[src/rtl/bridge_ahb_slave_if_if.sv]
// AHB bus bundle seen by the bridge front end.
// The master modport drives the address/data phase; the slave modport
// returns the bridge-local ready and response.
interface bridge_ahb_slave_if_if;
  logic        HSELx;
  logic        HREADYin;
  logic [1:0]  HTRANS;
  logic        HWRITE;
  logic [2:0]  HSIZE;
  logic [31:0] HADDR;
  logic [31:0] HWDATA;
  logic        HREADYOUT;
  logic [1:0]  HRESP;

  modport master (
    output HSELx, HREADYin, HTRANS, HWRITE, HSIZE, HADDR, HWDATA,
    input  HREADYOUT, HRESP
  );

  modport slave (
    input  HSELx, HREADYin, HTRANS, HWRITE, HSIZE, HADDR, HWDATA,
    output HREADYOUT, HRESP
  );
endinterface

[src/rtl/bridge_ahb_slave_if.sv]
// AHB-side front end of the AHB-to-APB bridge.
// Decodes the APB slave window, qualifies accepted transfers with `valid`,
// pipelines address/write-data/direction two deep, and terminates unmapped
// (and optionally misaligned) transfers with a two-cycle ERROR response.
// Optional feature: define BRIDGE_ALIGN_CHECK_EN to flag misaligned
// transfers (HSIZE vs. HADDR low bits) as errors.
module bridge_ahb_slave_if #(
  parameter logic [31:0] SLV0_BASE = 32'h8000_0000,
  parameter logic [31:0] SLV1_BASE = 32'h8400_0000,
  parameter logic [31:0] SLV2_BASE = 32'h8800_0000,
  parameter logic [31:0] SLV_SIZE  = 32'h0400_0000
) (
  input  logic                       HCLK,
  input  logic                       HRESETn,
  bridge_ahb_slave_if_if.slave       ahb,
  output logic                       valid,
  output logic [2:0]                 tempselx,
  output logic [31:0]                haddr_1,
  output logic [31:0]                haddr_2,
  output logic [31:0]                hwdata_1,
  output logic [31:0]                hwdata_2,
  output logic                       hwrite_reg,
  output logic                       hwrite_reg_1
);

  typedef enum logic [1:0] {
    ST_OKAY = 2'd0,
    ST_ERR1 = 2'd1,
    ST_ERR2 = 2'd2
  } state_t;

  state_t      state_reg;
  logic        hreadyout_reg;
  logic [1:0]  hresp_reg;

  logic        active;
  logic        align_err;
  logic        err_xfer;

  // Address window decode; 33-bit compare so a window ending at 4 GiB
  // does not wrap.
  generate
    for (genvar gi = 0; gi < 3; gi++) begin : g_decode
      localparam logic [31:0] BASE = (gi == 0) ? SLV0_BASE :
                                     (gi == 1) ? SLV1_BASE : SLV2_BASE;
      localparam logic [32:0] LO   = {1'b0, BASE};
      localparam logic [32:0] HI   = {1'b0, BASE} + {1'b0, SLV_SIZE};
      assign tempselx[gi] = ({1'b0, ahb.HADDR} >= LO) &&
                            ({1'b0, ahb.HADDR} <  HI);
    end
  endgenerate

  // NONSEQ and SEQ are the only transfer types that start a data phase.
  assign active = ahb.HSELx && ahb.HREADYin && ahb.HTRANS[1];

`ifdef BRIDGE_ALIGN_CHECK_EN
  // Halfword needs bit 0 clear, word needs bits 1:0 clear, wider is illegal.
  always_comb begin
    align_err = 1'b0;
    if (active) begin
      if (ahb.HSIZE > 3'b010)
        align_err = 1'b1;
      else if (ahb.HSIZE == 3'b001 && ahb.HADDR[0])
        align_err = 1'b1;
      else if (ahb.HSIZE == 3'b010 && ahb.HADDR[1:0] != 2'b00)
        align_err = 1'b1;
    end
  end
`else
  logic unused_hsize;
  assign unused_hsize = ^ahb.HSIZE;
  assign align_err    = 1'b0;
`endif

  assign err_xfer = active && ((tempselx == 3'b000) || align_err);

  // The APB controller only sees clean, mapped transfers outside ERR1.
  assign valid = HRESETn && active && (tempselx != 3'b000) && !align_err &&
                 (state_reg != ST_ERR1);

  // Two-deep address/data/direction pipelines, frozen while HREADYin is low.
  always_ff @(posedge HCLK or negedge HRESETn) begin
    if (!HRESETn) begin
      haddr_1      <= '0;
      haddr_2      <= '0;
      hwdata_1     <= '0;
      hwdata_2     <= '0;
      hwrite_reg   <= 1'b0;
      hwrite_reg_1 <= 1'b0;
    end else if (ahb.HREADYin) begin
      haddr_1      <= ahb.HADDR;
      haddr_2      <= haddr_1;
      hwdata_1     <= ahb.HWDATA;
      hwdata_2     <= hwdata_1;
      hwrite_reg   <= ahb.HWRITE;
      hwrite_reg_1 <= hwrite_reg;
    end
  end

  // Error-response FSM with registered HREADYOUT/HRESP.
  always_ff @(posedge HCLK or negedge HRESETn) begin
    if (!HRESETn) begin
      state_reg     <= ST_OKAY;
      hreadyout_reg <= 1'b1;
      hresp_reg     <= 2'b00;
    end else begin
      case (state_reg)
        ST_OKAY: begin
          if (err_xfer) begin
            state_reg     <= ST_ERR1;
            hreadyout_reg <= 1'b0;
            hresp_reg     <= 2'b01;
          end else begin
            state_reg     <= ST_OKAY;
            hreadyout_reg <= 1'b1;
            hresp_reg     <= 2'b00;
          end
        end
        ST_ERR1: begin
          // Inputs are ignored here: the first error cycle always completes.
          state_reg     <= ST_ERR2;
          hreadyout_reg <= 1'b1;
          hresp_reg     <= 2'b01;
        end
        ST_ERR2: begin
          // Back-to-back errors go straight to ERR1 without an OKAY cycle.
          if (err_xfer) begin
            state_reg     <= ST_ERR1;
            hreadyout_reg <= 1'b0;
            hresp_reg     <= 2'b01;
          end else begin
            state_reg     <= ST_OKAY;
            hreadyout_reg <= 1'b1;
            hresp_reg     <= 2'b00;
          end
        end
        default: begin
          state_reg     <= ST_OKAY;
          hreadyout_reg <= 1'b1;
          hresp_reg     <= 2'b00;
        end
      endcase
    end
  end

  assign ahb.HREADYOUT = hreadyout_reg;
  assign ahb.HRESP     = hresp_reg;

endmodule

[src/flat_wrapper.sv]
// flat-port wrapper written by rule: the top's interface ports become plain ports
module bridge_ahb_slave_if_flat 
#(
  parameter logic [31:0] SLV0_BASE = 32'h8000_0000,
  parameter logic [31:0] SLV1_BASE = 32'h8400_0000,
  parameter logic [31:0] SLV2_BASE = 32'h8800_0000,
  parameter logic [31:0] SLV_SIZE  = 32'h0400_0000
)
  (HCLK, HRESETn, valid, tempselx, haddr_1, haddr_2, hwdata_1, hwdata_2, hwrite_reg, hwrite_reg_1, ahb_HSELx, ahb_HREADYin, ahb_HTRANS, ahb_HWRITE, ahb_HSIZE, ahb_HADDR, ahb_HWDATA, ahb_HREADYOUT, ahb_HRESP);
  bridge_ahb_slave_if_if ahb_i ();
  input  logic HCLK;
  input  logic HRESETn;
  output logic valid;
  output logic [2:0] tempselx;
  output logic [31:0] haddr_1;
  output logic [31:0] haddr_2;
  output logic [31:0] hwdata_1;
  output logic [31:0] hwdata_2;
  output logic hwrite_reg;
  output logic hwrite_reg_1;
  input wire logic [$bits(ahb_i.HSELx)-1:0] ahb_HSELx;
  input wire logic [$bits(ahb_i.HREADYin)-1:0] ahb_HREADYin;
  input wire logic [$bits(ahb_i.HTRANS)-1:0] ahb_HTRANS;
  input wire logic [$bits(ahb_i.HWRITE)-1:0] ahb_HWRITE;
  input wire logic [$bits(ahb_i.HSIZE)-1:0] ahb_HSIZE;
  input wire logic [$bits(ahb_i.HADDR)-1:0] ahb_HADDR;
  input wire logic [$bits(ahb_i.HWDATA)-1:0] ahb_HWDATA;
  output wire logic [$bits(ahb_i.HREADYOUT)-1:0] ahb_HREADYOUT;
  output wire logic [$bits(ahb_i.HRESP)-1:0] ahb_HRESP;
  assign ahb_i.HSELx = ahb_HSELx;
  assign ahb_i.HREADYin = ahb_HREADYin;
  assign ahb_i.HTRANS = ahb_HTRANS;
  assign ahb_i.HWRITE = ahb_HWRITE;
  assign ahb_i.HSIZE = ahb_HSIZE;
  assign ahb_i.HADDR = ahb_HADDR;
  assign ahb_i.HWDATA = ahb_HWDATA;
  assign ahb_HREADYOUT = ahb_i.HREADYOUT;
  assign ahb_HRESP = ahb_i.HRESP;
  bridge_ahb_slave_if #(.SLV0_BASE(SLV0_BASE), .SLV1_BASE(SLV1_BASE), .SLV2_BASE(SLV2_BASE), .SLV_SIZE(SLV_SIZE)) u_core (.HCLK(HCLK), .HRESETn(HRESETn), .ahb(ahb_i), .valid(valid), .tempselx(tempselx), .haddr_1(haddr_1), .haddr_2(haddr_2), .hwdata_1(hwdata_1), .hwdata_2(hwdata_2), .hwrite_reg(hwrite_reg), .hwrite_reg_1(hwrite_reg_1));
endmodule
[config.mk]
export PLATFORM = sky130hd
export DESIGN_NAME = bridge_ahb_slave_if_flat
export DESIGN_NICKNAME = d
export VERILOG_FILES = /design/src/rtl/bridge_ahb_slave_if_if.sv /design/src/rtl/bridge_ahb_slave_if.sv /design/src/flat_wrapper.sv
export SDC_FILE = /design/constraint.sdc
export NUM_CORES = 1
export LEC_CHECK = 0
export CAP_MARGIN = 0
export CORE_AREA = 8 8 118 120
export DETAILED_ROUTE_END_ITERATION = 10
export DIE_AREA = 0 0 126 128
export GPL_ROUTABILITY_DRIVEN = 1
export PLACE_DENSITY = 0.91
export SYNTH_ARGS = -nofsm -noshare
export SYNTH_HDL_FRONTEND = slang
export SYNTH_SLANG_ARGS = --single-unit
[constraint.sdc]
create_clock -name HCLK -period 1.7 [get_ports HCLK]
set_input_delay 0.34 -clock HCLK [delete_from_list [all_inputs] [get_ports HCLK]]
set_output_delay 0.34 -clock HCLK [all_outputs]
set_load 0.005 [all_outputs]
After elaboration in Yosys (flattened, before gate mapping) --
Cells that the tools add are included.
Storage, ports and cells: bits in registers 135, input port bits 74, logic and storage cells 36
Operators by class: $lt $le $gt $ge 6, equality and inequality tests 3, mux-type cells 5, reductions and logical operators 13
Operator list (count):
- >= comparator 32 bit, second input constant | 3
- < comparator 32 bit, second input constant | 3
- logical AND 1 bit | 9
- one-hot mux 2 bit (2 select lines) | 2
- logical NOT 3 bit | 1
- 2-to-1 mux 1 bit | 3
- nonzero test 3 bit | 1
- == test 2 x 1 -> 1 bit, second input constant | 1
- == test 2 bit, second input constant | 1
- logical NOT 2 bit | 1
- != test 2 x 1 -> 1 bit, second input constant | 1
- OR reduction 2 bit | 1

Longest topological paths before layout --
depth in word-level cells 6, gate-level depth with buffers 5

Worst setup path before layout --
No wires, ideal clock.
path type input -> output, start point input port ahb_HADDR[28], end point output port valid, arrival 1.206 ns, required time 1.360 ns, setup slack 0.154 ns, cell stages on the path 3, path buffers 0, path through or4b_4 -> nor2_1 -> and4b_1
On the way: word-level cells in the longest chain between the ends 5, elaborated cells on any way between the ends 12, classes of those cells 6 x order compare; 6 x reduce/logical
RTL lines:
- from (decl) | line flat_wrapper.sv:26 | input wire logic [$bits(ahb_i.HADDR)-1:0] ahb_HADDR;
- >= comparator 32 bit / < comparator 32 bit (equally long branches) | line bridge_ahb_slave_if.sv:48, bridge_ahb_slave_if.sv:49
- logical AND 1 bit | line bridge_ahb_slave_if.sv:48 | assign tempselx[gi] = ({1'b0, ahb.HADDR} >= LO) &&
- nonzero test 3 bit * | line bridge_ahb_slave_if.sv:78 | assign valid = HRESETn && active && (tempselx != 3'b000) && !align_err &&
- logical AND 1 bit * (2 in series) | line bridge_ahb_slave_if.sv:78
- to (decl) | line flat_wrapper.sv:13 | output logic valid;
Every way passes the cells marked *; elsewhere a longest branch is shown, timed or not.

Final worst setup path --
start point input port ahb_HADDR[28], end point output port tempselx[0]
On the way: word-level cells in the longest chain between the ends 2, elaborated cells on any way between the ends 3, classes of those cells 2 x order compare; 1 x reduce/logical
RTL lines:
- >= comparator 32 bit / < comparator 32 bit (equally long branches) | line bridge_ahb_slave_if.sv:48, bridge_ahb_slave_if.sv:49
- logical AND 1 bit * | line bridge_ahb_slave_if.sv:48
- to (decl) | line flat_wrapper.sv:14 | output logic [2:0] tempselx;
Marks and branches as above.

==> metrics.txt <==
largest net degree at the start of global routing approximately 140; GR Util met1 between 15 and 20%; port bufs between 200 and 250; status complete, but fails checks; Max VDD drop a little over 0.8 mV; footprint of the multi-input gates 1570 sq um; detailed-route DRC error count 0; max-cap viol count 0; startpoint types input port; first-pass GRT wire length just over 20 mm; Die Y approximately 130 um; initial antenna violation count 0; dpl cells 643; Setup WS pre-CTS -0.790 ns; Adder-Cell Fraction of Synth Area 0%; count leader, synth dfrtp_1; Final period util 101%; H-tree depth 4; DRT antenna net count 0; number of warnings issued by yosys 0; number of clock sinks 134; met3 usage 8.03%; pin slew with the least headroom to its limit roughly 0.69 ns; syn_nets about 370; Yosys reg bits 134; Final Non-Filler Cells roughly 680; Initial Utilization between 40% and 50%; hpwl dp between 9 and 10 mm; GRT Resource Usage Total about 16%; clk_skew about 0.0046 ns; Final Util roughly 65%; worst hold slack around 0.058 ns; worst path arrival time approximately 1.4 ns; dpl cell area between 7000 and 8000 sq um; final setup vio count 2; fmax ~0.58 GHz; vias in the first global route between 3000 and 4000; cts bufs inserted 17; DR vias/cell 4.80; final instance area about 7900 sq um; routed vias approximately 3200; min Tclk post-route ~1.7 ns; CTS Buffer Depth 2; gr ovfl total 0; Critical path origin ahb_HADDR[28]; Fill cells 887; Root Buffer clkbuf_16; largest family of logic cells by synthesized area multiplexers; clock latency on the worst-skew pair 0.40 ns; # rows 41; clock transition at the registers of the reported paths ~0.050 ns; RSZ-0062 raised after global routing yes; xor and xnor area share after synthesis 0%; critical path required time between 1 and 1.5 ns; share of layout cells above drive strength 1 between 30% and 40%; main area contributors after synthesis dfrtp_1 (66%), mux2_2 (29%), buf_4 (1.5%), dfstp_2 (0.52%), buf_2 (0.50%); Simple-Gate Fraction of Synth Area under 10%; leakage between 3 and 4 nW; WS Path Type input port to output pin; Distinct cells, synth 17; post-synth top area cell dfrtp_1; top-area cell type share of the netlist area approximately two thirds; Fin. Hold Viols 0; Pwr Density 1150 nW/um^2; Hold-fix buffers, CTS 0; EDFF count, synth 0; asr flop ratio synth 100%; global routing usage on met2 a little over a quarter; crit path max fanout 5; Cell Area, Synth 5030 sq um; Final nets slightly below 600; ANT cells 0; Top Usage Layer GRT met2; Worst Hold Class input port to asynchronous set/reset pin; Die Wd 126 um; Starting DRT DRC Count roughly 140; area delta synth->final 57.1%; synth cell count leaders dfrtp_1 (133), mux2_2 (130), buf_4 (10), buf_2 (5); Mapped Cells 294; TritonRoute pass-1 iters 4; final WL 12.5 mm; area fraction in compound gates after synthesis less than 1%; failing checks negative setup slack; fin worst setup slack -0.0169 ns; fin. max-slew vios 0; RR Startpoint u_core.haddr_1[3]; Core Footprint between 10000 and 15000 sq um; CP endpoint kind output pin; WL per Instance roughly 18 um; die area between 15000 and 20000 sq um; FF/Latch Area roughly 3400 sq um; Slew headroom 53.7%; Seq/Total Area, Yosys between 60% and 70%; CTS tree yes; multiplexer share of the synthesized area a little under 30%; Most used DFF post-synth dfrtp_1; Avg Synthesized Cell Area ~17 sq um; gp weighted congestion approximately 0.77; num ports 211
-- cell usage in the layout (no fill, tap or decap) --
cell and count:
nor3b_2 2, buf_4 11, dlygate4sd2_1 1, o211ai_4 1, clkinv_4 2, nor3_1 1
clkbuf_1 1, or4b_4 1, conb_1 1, buf_6 1, nor2_2 1, dlymetal6s2s_1 15
inv_1 2, clkdlybuf4s50_1 179, clkinv_2 6, and4b_1 1, clkdlybuf4s15_2 1, dfstp_2 1
mux2_2 130, and2_1 1, bufinv_16 3, dfrtp_1 133, nor2_1 1, buf_2 6
and3_1 1, clkinvlp_4 3, clkbuf_16 17, buf_12 3, o21ai_2 1
-- stage by stage --
stage,TNS [ns],total power [mW]
floorplan,0,4.34
global route,-0.157,9.44
detailed placement,-3.50,5.55
global placement,-3.20,5.47
finish,-0.0300,9.05
CTS,-0.0456,9.18
-- report_power, final --
| group | total, mW | internal, mW | switching [mW] |
|---|---|---|---|
| Clock | 3.59 | 2.29 | 1.30 |
| Sequential | 3.83 | 3.59 | 0.242 |
| Combinational | 1.63 | 1.12 | 0.508 |
-- kinds of logic after synthesis --
family	Yosys count
other cells	1
buf+inv	18
mux	130
compound gates	2
simple gates	9
flops	134
-- per-layer routing --
layer	part of all wire, %	wire length [um]
met1	37	4610
met2	50	6300
met3	11	1310
met4	2.0	254
met5	0	0
-- final cells by class --
type | instances | area share (%)
repair buffers | 217 | 27.7
clock buffers | 18 | 5.43
flip-flops and latches | 134 | 42.5
well taps | 150 | 2.38
clock inverters | 14 | 2.03
multi-input cells | 142 | 19.9
inverters | 2 | 0.0951
-- worst paths after layout --
path,endpoint,slack [ns],cells past startpoint
worst min-delay path,u_core.haddr_1[19],0.06,2
worst max-delay path,tempselx[0],-0.02,4
worst min register to register,u_core.ahb.HRESP[0],0.49,1
min in group HCLK,u_core.haddr_1[28],0.19,2
worst max register to register,u_core.haddr_2[3],0.82,2
max in group asynchronous,u_core.hwdata_2[8],1.11,2
-- what timing repair did --
item,CTS,global route
pin swaps,5,0
resized for setup,35,16
endpoints found under the setup margin,5,19
buffers inserted,1,1
-- critical path, stage by stage --
cell and delay [ns]:
buf_6 0.09, or4b_4 0.57, nor3_1 0.15, clkdlybuf4s15_2 0.23
No activity file was read; power rests on OpenSTA's default activity.
